$ cat config.mk
export PLATFORM = sky130hd
export DESIGN_NAME = ddr_reader_flat
export DESIGN_NICKNAME = d
export VERILOG_FILES = /design/src/rtl/ddr_reader_if.sv /design/src/rtl/ddr_reader.sv /design/src/flat_wrapper.sv
export SDC_FILE = /design/constraint.sdc
export NUM_CORES = 2
export LEC_CHECK = 0
export ABC_AREA = 0
export BUFFER_PORTS_ARGS = -buffer_cell sky130_fd_sc_hd__buf_2
export CORE_AREA = 3 3 328 249
export CTS_CLUSTER_DIAMETER = 150
export DETAILED_ROUTE_END_ITERATION = 10
export DIE_AREA = 0 0 331 252
export GPL_TIMING_DRIVEN = 0
export PLACE_DENSITY = 0.6
export SLEW_MARGIN = 20
export SYNTH_ARGS = -nofsm -noshare
export SYNTH_HDL_FRONTEND = slang
export SYNTH_SLANG_ARGS = --single-unit
$ cat constraint.sdc
create_clock -name clk -period 13 [get_ports clk]
set_input_delay 2.6 -clock clk [delete_from_list [all_inputs] [get_ports clk]]
set_output_delay 2.6 -clock clk [all_outputs]
set_load 0.02 [all_outputs]
$ cat src/rtl/ddr_reader_if.sv
// Stream bundle for ddr_reader: read-request channel, read-data return channel,
// and the forwarded data stream toward the DSP consumer.
interface ddr_reader_if #(
  parameter int ADDR_WIDTH = 32,
  parameter int DATA_WIDTH = 64
);
  logic [ADDR_WIDTH-1:0] m_axis_tdata;
  logic                  m_axis_tvalid;
  logic                  m_axis_tready;
  logic [DATA_WIDTH-1:0] s_axis_tdata;
  logic                  s_axis_tvalid;
  logic                  s_axis_tready;
  logic [DATA_WIDTH-1:0] rd_data;
  logic                  rd_valid;
  logic                  rd_last;
  logic                  rd_ready;

  modport master (
    output m_axis_tdata, m_axis_tvalid,
    input  m_axis_tready,
    input  s_axis_tdata, s_axis_tvalid,
    output s_axis_tready,
    output rd_data, rd_valid, rd_last,
    input  rd_ready
  );

  modport slave (
    input  m_axis_tdata, m_axis_tvalid,
    output m_axis_tready,
    output s_axis_tdata, s_axis_tvalid,
    input  s_axis_tready,
    input  rd_data, rd_valid, rd_last,
    output rd_ready
  );
endinterface

$ cat src/rtl/ddr_reader.sv
// Walks a channel-interleaved tensor in DDR (xy inner, channel group outer), issues
// read addresses under a credit limit and forwards returned beats with a last marker.
module ddr_reader #(
  parameter int B_PIXEL         = 16,
  parameter int N_DSP_GROUP     = 4,
  parameter int DATA_WIDTH      = 64,
  parameter int ADDR_WIDTH      = 32,
  parameter int MAX_OUTSTANDING = 16
) (
  input  logic         clk,
  input  logic         rstn,
  input  logic         start,
  input  logic [31:0]  base_addr,
  input  logic [31:0]  shape,
  output logic         busy,
  output logic         done,
  ddr_reader_if.master bus
);
  localparam int BPB = B_PIXEL / 8;
  localparam int OW  = $clog2(MAX_OUTSTANDING) + 1;
  localparam logic [OW-1:0]         MAX_OUT    = OW'(MAX_OUTSTANDING);
  localparam logic [ADDR_WIDTH-1:0] GRP_STRIDE = ADDR_WIDTH'(N_DSP_GROUP * BPB);

  localparam logic [1:0] S_IDLE  = 2'd0;
  localparam logic [1:0] S_RUN   = 2'd1;
  localparam logic [1:0] S_DRAIN = 2'd2;
  localparam logic [1:0] S_FIN   = 2'd3;

  logic [1:0]            state;
  logic [31:0]           total;
  logic [19:0]           wh;
  logic [ADDR_WIDTH-1:0] xy_stride;
  logic [19:0]           xy_cnt;
  logic [ADDR_WIDTH-1:0] cur_addr;
  logic [ADDR_WIDTH-1:0] grp_base;
  logic [31:0]           load_cnt;
  logic [31:0]           ret_cnt;
  logic [OW-1:0]         outstanding;

  // shape decode and request count, evaluated on the start cycle
  logic [9:0]  w_in, h_in;
  logic [11:0] c_in;
  logic [19:0] wh_in;
  logic [11:0] ngrp_in;
  logic [31:0] total_in;
  logic        shape_zero;

  assign w_in       = shape[9:0];
  assign h_in       = shape[19:10];
  assign c_in       = shape[31:20];
  assign wh_in      = 20'(w_in) * 20'(h_in);
  assign ngrp_in    = 12'((13'(c_in) + 13'(N_DSP_GROUP - 1)) / 13'(N_DSP_GROUP));
  assign total_in   = 32'(wh_in) * 32'(ngrp_in);
  assign shape_zero = (w_in == '0) || (h_in == '0) || (c_in == '0);

  logic          active, req_hs, resp_hs, more_req, can_load, last_req, drain_ok;
  logic [OW-1:0] out_next;

  assign active           = (state == S_RUN) || (state == S_DRAIN);
  assign req_hs           = bus.m_axis_tvalid && bus.m_axis_tready;
  assign bus.s_axis_tready = rstn && (!bus.rd_valid || bus.rd_ready);
  // beats arriving with no request in flight (or outside a walk) are accepted and dropped
  assign resp_hs  = bus.s_axis_tvalid && bus.s_axis_tready && active && (outstanding != '0);
  assign out_next = outstanding + OW'(req_hs) - OW'(resp_hs);
  assign more_req = (load_cnt != total);
  assign can_load = (state == S_RUN) && more_req &&
                    (!bus.m_axis_tvalid || bus.m_axis_tready) && (out_next < MAX_OUT);
  assign last_req = req_hs && !more_req;
  // exit as the final beat leaves the output register, so done follows that handshake directly
  assign drain_ok = (ret_cnt == total) && (!bus.rd_valid || bus.rd_ready);

  always_ff @(posedge clk) begin
    if (!rstn) begin
      state     <= S_IDLE;
      busy      <= 1'b0;
      done      <= 1'b0;
      total     <= '0;
      wh        <= '0;
      xy_stride <= '0;
    end else begin
      done <= 1'b0;
      case (state)
        S_IDLE: if (start) begin
          busy      <= 1'b1;
          total     <= total_in;
          wh        <= wh_in;
          xy_stride <= ADDR_WIDTH'(c_in) * ADDR_WIDTH'(BPB);
          state     <= shape_zero ? S_FIN : S_RUN;
        end
        S_RUN:   if (last_req) state <= S_DRAIN;
        S_DRAIN: if (drain_ok) begin
          state <= S_IDLE;
          busy  <= 1'b0;
          done  <= 1'b1;
        end
        S_FIN: begin
          state <= S_IDLE;
          busy  <= 1'b0;
          done  <= 1'b1;
        end
        default: state <= S_IDLE;
      endcase
    end
  end

  // request register: the next address loads as soon as the slot frees and credit allows
  always_ff @(posedge clk) begin
    if (!rstn) begin
      bus.m_axis_tvalid <= 1'b0;
      bus.m_axis_tdata  <= '0;
      cur_addr          <= '0;
      grp_base          <= '0;
      xy_cnt            <= '0;
      load_cnt          <= '0;
    end else if (state == S_IDLE) begin
      bus.m_axis_tvalid <= 1'b0;
      if (start) begin
        cur_addr <= ADDR_WIDTH'(base_addr);
        grp_base <= ADDR_WIDTH'(base_addr);
        xy_cnt   <= '0;
        load_cnt <= '0;
      end
    end else if (can_load) begin
      bus.m_axis_tvalid <= 1'b1;
      bus.m_axis_tdata  <= cur_addr;
      load_cnt          <= load_cnt + 32'd1;
      if (xy_cnt == wh - 20'd1) begin
        xy_cnt   <= '0;
        grp_base <= grp_base + GRP_STRIDE;
        cur_addr <= grp_base + GRP_STRIDE;
      end else begin
        xy_cnt   <= xy_cnt + 20'd1;
        cur_addr <= cur_addr + xy_stride;
      end
    end else if (req_hs) begin
      bus.m_axis_tvalid <= 1'b0;
    end
  end

  always_ff @(posedge clk) begin
    if (!rstn) begin
      outstanding <= '0;
      ret_cnt     <= '0;
    end else if (state == S_IDLE) begin
      outstanding <= '0;
      ret_cnt     <= '0;
    end else begin
      outstanding <= out_next;
      if (resp_hs) ret_cnt <= ret_cnt + 32'd1;
    end
  end

  always_ff @(posedge clk) begin
    if (!rstn) begin
      bus.rd_data  <= '0;
      bus.rd_valid <= 1'b0;
      bus.rd_last  <= 1'b0;
    end else if (resp_hs) begin
      bus.rd_data  <= bus.s_axis_tdata;
      bus.rd_valid <= 1'b1;
      bus.rd_last  <= (ret_cnt == total - 32'd1);
    end else if (bus.rd_ready) begin
      bus.rd_valid <= 1'b0;
      bus.rd_last  <= 1'b0;
    end
  end
endmodule
$ cat src/flat_wrapper.sv
// flat-port wrapper written by rule: the top's interface ports become plain ports
module ddr_reader_flat 
#(
  parameter int B_PIXEL         = 16,
  parameter int N_DSP_GROUP     = 4,
  parameter int DATA_WIDTH      = 64,
  parameter int ADDR_WIDTH      = 32,
  parameter int MAX_OUTSTANDING = 16
)
  (clk, rstn, start, base_addr, shape, busy, done, bus_m_axis_tdata, bus_m_axis_tvalid, bus_m_axis_tready, bus_s_axis_tdata, bus_s_axis_tvalid, bus_s_axis_tready, bus_rd_data, bus_rd_valid, bus_rd_last, bus_rd_ready);
  ddr_reader_if #(.ADDR_WIDTH(ADDR_WIDTH), .DATA_WIDTH(DATA_WIDTH)) bus_i ();
  input  logic clk;
  input  logic rstn;
  input  logic start;
  input  logic [31:0] base_addr;
  input  logic [31:0] shape;
  output logic busy;
  output logic done;
  output wire logic [$bits(bus_i.m_axis_tdata)-1:0] bus_m_axis_tdata;
  output wire logic [$bits(bus_i.m_axis_tvalid)-1:0] bus_m_axis_tvalid;
  input wire logic [$bits(bus_i.m_axis_tready)-1:0] bus_m_axis_tready;
  input wire logic [$bits(bus_i.s_axis_tdata)-1:0] bus_s_axis_tdata;
  input wire logic [$bits(bus_i.s_axis_tvalid)-1:0] bus_s_axis_tvalid;
  output wire logic [$bits(bus_i.s_axis_tready)-1:0] bus_s_axis_tready;
  output wire logic [$bits(bus_i.rd_data)-1:0] bus_rd_data;
  output wire logic [$bits(bus_i.rd_valid)-1:0] bus_rd_valid;
  output wire logic [$bits(bus_i.rd_last)-1:0] bus_rd_last;
  input wire logic [$bits(bus_i.rd_ready)-1:0] bus_rd_ready;
  assign bus_m_axis_tdata = bus_i.m_axis_tdata;
  assign bus_m_axis_tvalid = bus_i.m_axis_tvalid;
  assign bus_i.m_axis_tready = bus_m_axis_tready;
  assign bus_i.s_axis_tdata = bus_s_axis_tdata;
  assign bus_i.s_axis_tvalid = bus_s_axis_tvalid;
  assign bus_s_axis_tready = bus_i.s_axis_tready;
  assign bus_rd_data = bus_i.rd_data;
  assign bus_rd_valid = bus_i.rd_valid;
  assign bus_rd_last = bus_i.rd_last;
  assign bus_i.rd_ready = bus_rd_ready;
  ddr_reader #(.B_PIXEL(B_PIXEL), .N_DSP_GROUP(N_DSP_GROUP), .DATA_WIDTH(DATA_WIDTH), .ADDR_WIDTH(ADDR_WIDTH), .MAX_OUTSTANDING(MAX_OUTSTANDING)) u_core (.clk(clk), .rstn(rstn), .start(start), .base_addr(base_addr), .shape(shape), .busy(busy), .done(done), .bus(bus_i));
endmodule
* After elaboration in Yosys (flattened, before gate mapping) *
Index checks and enable logic that the tools add are counted.

word-level totals
  logic and storage cells = 106
  output and inout bits = 102
  register bits = 320

operators by class
  bitwise operators = 2
  reductions and logical operators = 35
  order comparisons = 1
  equality and inequality tests = 10
  $add $sub $neg = 10
  multiplexer cells = 29
  multipliers = 2

operators by type and width
  cell                                                 number
  2-to-1 mux 32 bit                                    10
  2-to-1 mux 20 bit                                    4
  adder 32 x 1 -> 32 bit (second input constant)       2
  equality test 32 bit                                 2
  adder 32 x 13 -> 32 bit                              1
  adder 32 x 4 -> 32 bit (second input constant)       1
  != test 32 bit                                       1
  subtractor 32 x 1 -> 32 bit (second input constant)  1
  multiplier 20 x 11 -> 31 bit                         1
  adder 20 x 1 -> 20 bit (second input constant)       1
  equality test 20 bit                                 1
  logical NOT 10 bit                                   2
  multiplier 10 x 10 -> 20 bit                         1
  subtractor 20 x 1 -> 20 bit (second input constant)  1
  adder 12 x 2 -> 13 bit (second input constant)       1
  logical NOT 12 bit                                   1
  logical AND 1 bit                                    10
  AND reduction 3 bit                                  3
  2-to-1 mux 1 bit                                     8
  2-to-1 mux 2 bit                                     4
  one-hot mux 2 bit (4 select lines)                   1
  nonzero test 2 bit                                   4
  AND reduction 2 bit                                  3
  adder 5 x 1 -> 5 bit                                 1
  15 further kinds                                     24

* Depth between registers and ports, before layout *
  depth in word-level cells = 11
  depth in mapped cells = 39
  mapped depth without buffers = 38

* Worst setup path after synthesis *
OpenSTA, ideal clock, no wires.

  path kind = input-to-reg
  start = input port shape[13]
  end = register u_core.total[27]
  data required time = 12.883 ns
  library setup time = 0.117 ns
  buffers on the path = 1
  stages on the path = 35
  data arrival time = 12.763 ns
  slack = 0.119 ns
  path through = clkbuf_1 -> nand2_1 -> fa_1 -> inv_1 -> fa_1 -> inv_1 -> fa_1 -> inv_1 -> fa_1 -> inv_1 -> fa_1 -> inv_1 -> ha_1 -> a2111o_1 -> o21a_1 -> a21o_1 -> a21o_1 -> xor2_1 -> nand2_1 -> fa_1 -> fa_1 -> inv_1 -> fa_1 -> fa_1 -> inv_1 -> fa_1 -> inv_1 -> ha_1 -> a21o_1 -> a21o_1 -> a221o_1 -> a2111oi_0 -> o41ai_1 -> or3_1 -> a32o_1

between the ends
  longest elaborated chain between the ends = 2

ends and longest elaborated chain
  element                       RTL line            text
  start, declared               flat_wrapper.sv:16  input logic [31:0] shape;
  multiplier 10 x 10 -> 20 bit  ddr_reader.sv:51    assign wh_in = 20'(w_in) * 20'(h_in);
  multiplier 20 x 11 -> 31 bit  ddr_reader.sv:53    assign total_in = 32'(wh_in) * 32'(ngrp_in);
  end signal, assigned          ddr_reader.sv:85    total <= total_in;
  end, declared                 ddr_reader.sv:30    logic [31:0] total;

No other way between the ends.
A chain may end at the register's enable or synchronous reset.

* Worst setup path in the final report *
  start = input port shape[1]
  end = register u_core.total[29]

Same word-level chain as after synthesis.

==> reports/results.ini <==
[clock_tree]
clockBufferDepth=3
cts.sinks=319
cts-root-buf=clkbuf_16
insertion_delay_ns=0.60
cts_max_level=1
postCtsHoldBufs=0
cts_tree=built
clkTransAtPathRegs_ns=0.06
cts_buffers=30

[worst_setup_path]
cpPeakStageDelay_ns=0.69
worstSetupEndpoint=u_core.total[29]$_SDFFE_PN0P_
r2r_setup_slack_ns=5.96
r2r_end=u_core.bus.m_axis_tdata[31]$_SDFFE_PN0P_
r2r_cells=22
slowest_stage=xnor2_1
cp.required_ns=13.47
critPathArrivalTime_ns=12.95
crit_start=shape[1]
cp-start-kind=input pin
crit_type=input pin to flip-flop
rr_startpoint=u_core.state[0]$_SDFFE_PN0P_
cp_common_cell=fa_1
crit_path_end_kind=flip-flop
path_max_fanout=10

[logic_synthesis]
synth_simple_gate_area_share_pct=23.1
ys_seq_elements=319
synth-seq-area-share_pct=23.2
synth_compound_area_share_pct=15.0
synth_fa_ha_area_share_pct=23.3
synth_edf_count=0
synthMuxAreaShare_pct=0.977
async_flop_share_pct=0
synthCells=3451
yosys.area.top_type_share_pct=23.2
yosys_warnings=0
synth-xor-area-share_pct=7.44
syn_area_mm2=0.0275
synth_ff_type=dfxtp_1
synth.area.top_cells=dfxtp_1 23%, fa_1 16%, nand2_1 7.0%
synth_top_family_by_area=adder cells
synth_largest_area_cell=dfxtp_1
yosysUniqueCellTypes=88
avgSynthCellArea_um2=7.98
syn-num-nets=3962

[route]
drt-total-wl_um=93800
antenna_left=0
vias=26000
wire_per_inst_um=19.6
firstDrtPassIters=8
via_per_inst=5.43
first_iter_violations=2745
drc=0

[floorplan]
core_area_mm2=0.0786
die_h_um=252
initial_core_util_pct=35.0
io_pins=236
dieWidth_um=331
dieArea_mm2=0.0834
row_count=89

[grt]
gr-total-overflow=0
antenna_found_initial=2
track_usage_pct=22.0
grt_pass1_vias=24500
grt_max_degree=16
grt_pass1_wl_um=144000

[place]
io_buffers=231
dpl.hpwl_um=73500
gp_congestion=0.978

[timing]
whs_ns=0.450
tightestPinTransition_ns=1.25
fin_crit_ns=12.48
max_freq_mhz=80.1
period_share_pct=96.0
skew_ns=0.0367
rsz0062_at_grt=false
finalSetupViolations=0
slew_viol_final=0
slew_headroom_pct=16.5
finalHoldViolations=0

[hold_path]
hold_path_class=flip-flop to flip-flop

[run_status]
outcome=complete, no violations

[finish]
final_cell_mix=515 x nand2_1, 319 x dfxtp_1, 288 x inv_1, 265 x nor2_1, 244 x a21oi_1
nNetsFinal=4222
layout-drive-gt1-share_pct=9.56
area_delta_synth_final_pct=13.1
final_common_cell=nand2_1

[job]
max-cap-violations=0

[routing by layer]
layer | up-vias | GRT usage (%) | routed length [um]
met5 | - | 0 | 0
met4 | 0 | 4.62 | 2140
met3 | 130 | 5.03 | 9040
met2 | 1066 | 32.5 | 39400
met1 | 12600 | 32.6 | 43300
li1 | 12200 | - | -
[logic make-up (layout without fill, tap and decap cells)]
family | after synthesis | in the layout
AND/OR/NAND/NOR | 1342 | 1342
adder cells (fa/ha/maj) | 377 | 377
XOR/XNOR | 234 | 234
multiplexers | 26 | 26
buffers and inverters | 504 | 787
AO/OA/AOI/OAI | 649 | 649
other | 0 | 1
flip-flops | 319 | 319
[final cells by class]
class / instances / area (um^2)
Multi-Input combinational cell: 2628 / 19300
Sequential cell: 319 / 6390
Antenna cell: 1 / 2.50
Clock inverter: 17 / 203
Buffer: 209 / 831
Tap cell: 1046 / 1310
Clock buffer: 38 / 841
Inverter: 289 / 1080
Timing Repair Buffer: 234 / 1180
Fill cell: 8233 / 47500
[flip-flops by register name, summed over array words and instances (netlist names)]
register and flops:
u_core.bus.m_axis_tdata 32, u_core.bus.m_axis_tvalid 1, u_core.bus.rd_data 64, u_core.bus.rd_last 1, u_core.bus.rd_valid 1, u_core.busy 1
u_core.cur_addr 32, u_core.done 1, u_core.grp_base 32, u_core.load_cnt 32, u_core.outstanding 5, u_core.ret_cnt 32
u_core.state 2, u_core.total 31, u_core.wh 20, u_core.xy_cnt 20, u_core.xy_stride 12
[critical path: cells and delay by family]
family | cells | cell delay, ns
buf+inv | 8 | 0.62
simple gates | 3 | 0.73
fa+ha+maj | 12 | 5.76
xor+xnor | 1 | 0.69
compound gates | 10 | 2.52
[synthesized netlist by cell type, types with 13 or more instances]
| cell | n |
|---|---|
| buf_1 | 19 |
| nand4_1 | 41 |
| clkbuf_1 | 183 |
| and3_1 | 47 |
| nor4_1 | 45 |
| nor2_1 | 266 |
| nand3_1 | 120 |
| fa_1 | 225 |
| nor2b_1 | 19 |
| o31ai_1 | 14 |
| nand2b_1 | 29 |
| inv_1 | 288 |
| a211oi_1 | 28 |
| dfxtp_1 | 319 |
| o22ai_1 | 13 |
| a31oi_1 | 26 |
| and2_1 | 78 |
| a21o_1 | 26 |
| or4_1 | 25 |
| nor3_1 | 70 |
| nand2_1 | 515 |
| or3_1 | 30 |
| ha_1 | 152 |
| a21oi_1 | 245 |
| xnor2_1 | 128 |
| xor2_1 | 106 |
| o21a_1 | 16 |
| o211ai_1 | 34 |
| mux2i_1 | 19 |
| o21ai_0 | 108 |
[stage by stage]
step                      cells  cell area, um^2  setup WS [ns]  setup TNS [ns]  util (%)
after CTS                  4783            31100         0.0807               0      39.5
after floorplan            3451            27500          0.119               0         -
after global routing       4780            31100         0.0399               0      39.6
after global placement     4728            30000          -1.52          -10.35      38.2
final                      4781            31100          0.517               0      39.6
after detailed placement   4728            30000         -0.838           -6.36      38.2
[how the worst min path moves through the flow]
stage,from,endpoint,slack (ns),cells after the start
CTS,u_core.bus.rd_data[3]$_SDFFE_PN0P_,u_core.bus.rd_data[3]$_SDFFE_PN0P_,0.45,2
global route,u_core.bus.m_axis_tdata[14]$_SDFFE_PN0P_,u_core.bus.m_axis_tdata[14]$_SDFFE_PN0P_,0.47,2
floorplan,u_core.cur_addr[0]$_SDFFE_PN0P_,u_core.bus.m_axis_tdata[0]$_SDFFE_PN0P_,0.43,2
global placement,u_core.bus.m_axis_tdata[9]$_SDFFE_PN0P_,u_core.bus.m_axis_tdata[9]$_SDFFE_PN0P_,0.44,2
detailed placement,u_core.bus.rd_data[3]$_SDFFE_PN0P_,u_core.bus.rd_data[3]$_SDFFE_PN0P_,0.44,2
finish,u_core.bus.rd_data[8]$_SDFFE_PN0P_,u_core.bus.rd_data[8]$_SDFFE_PN0P_,0.45,2
[timing repair]
| action | in CTS | in global routing |
|---|---|---|
| pin swaps | 0 | 1 |
| setup endpoints to repair | 4 | 11 |
| resized for setup | 3 | 12 |
| setup buffers | 0 | 3 |
Power is left out: the tool's default activity adds up to more than one toggle a clock period on the data nets, which glitch-free logic cannot reach.
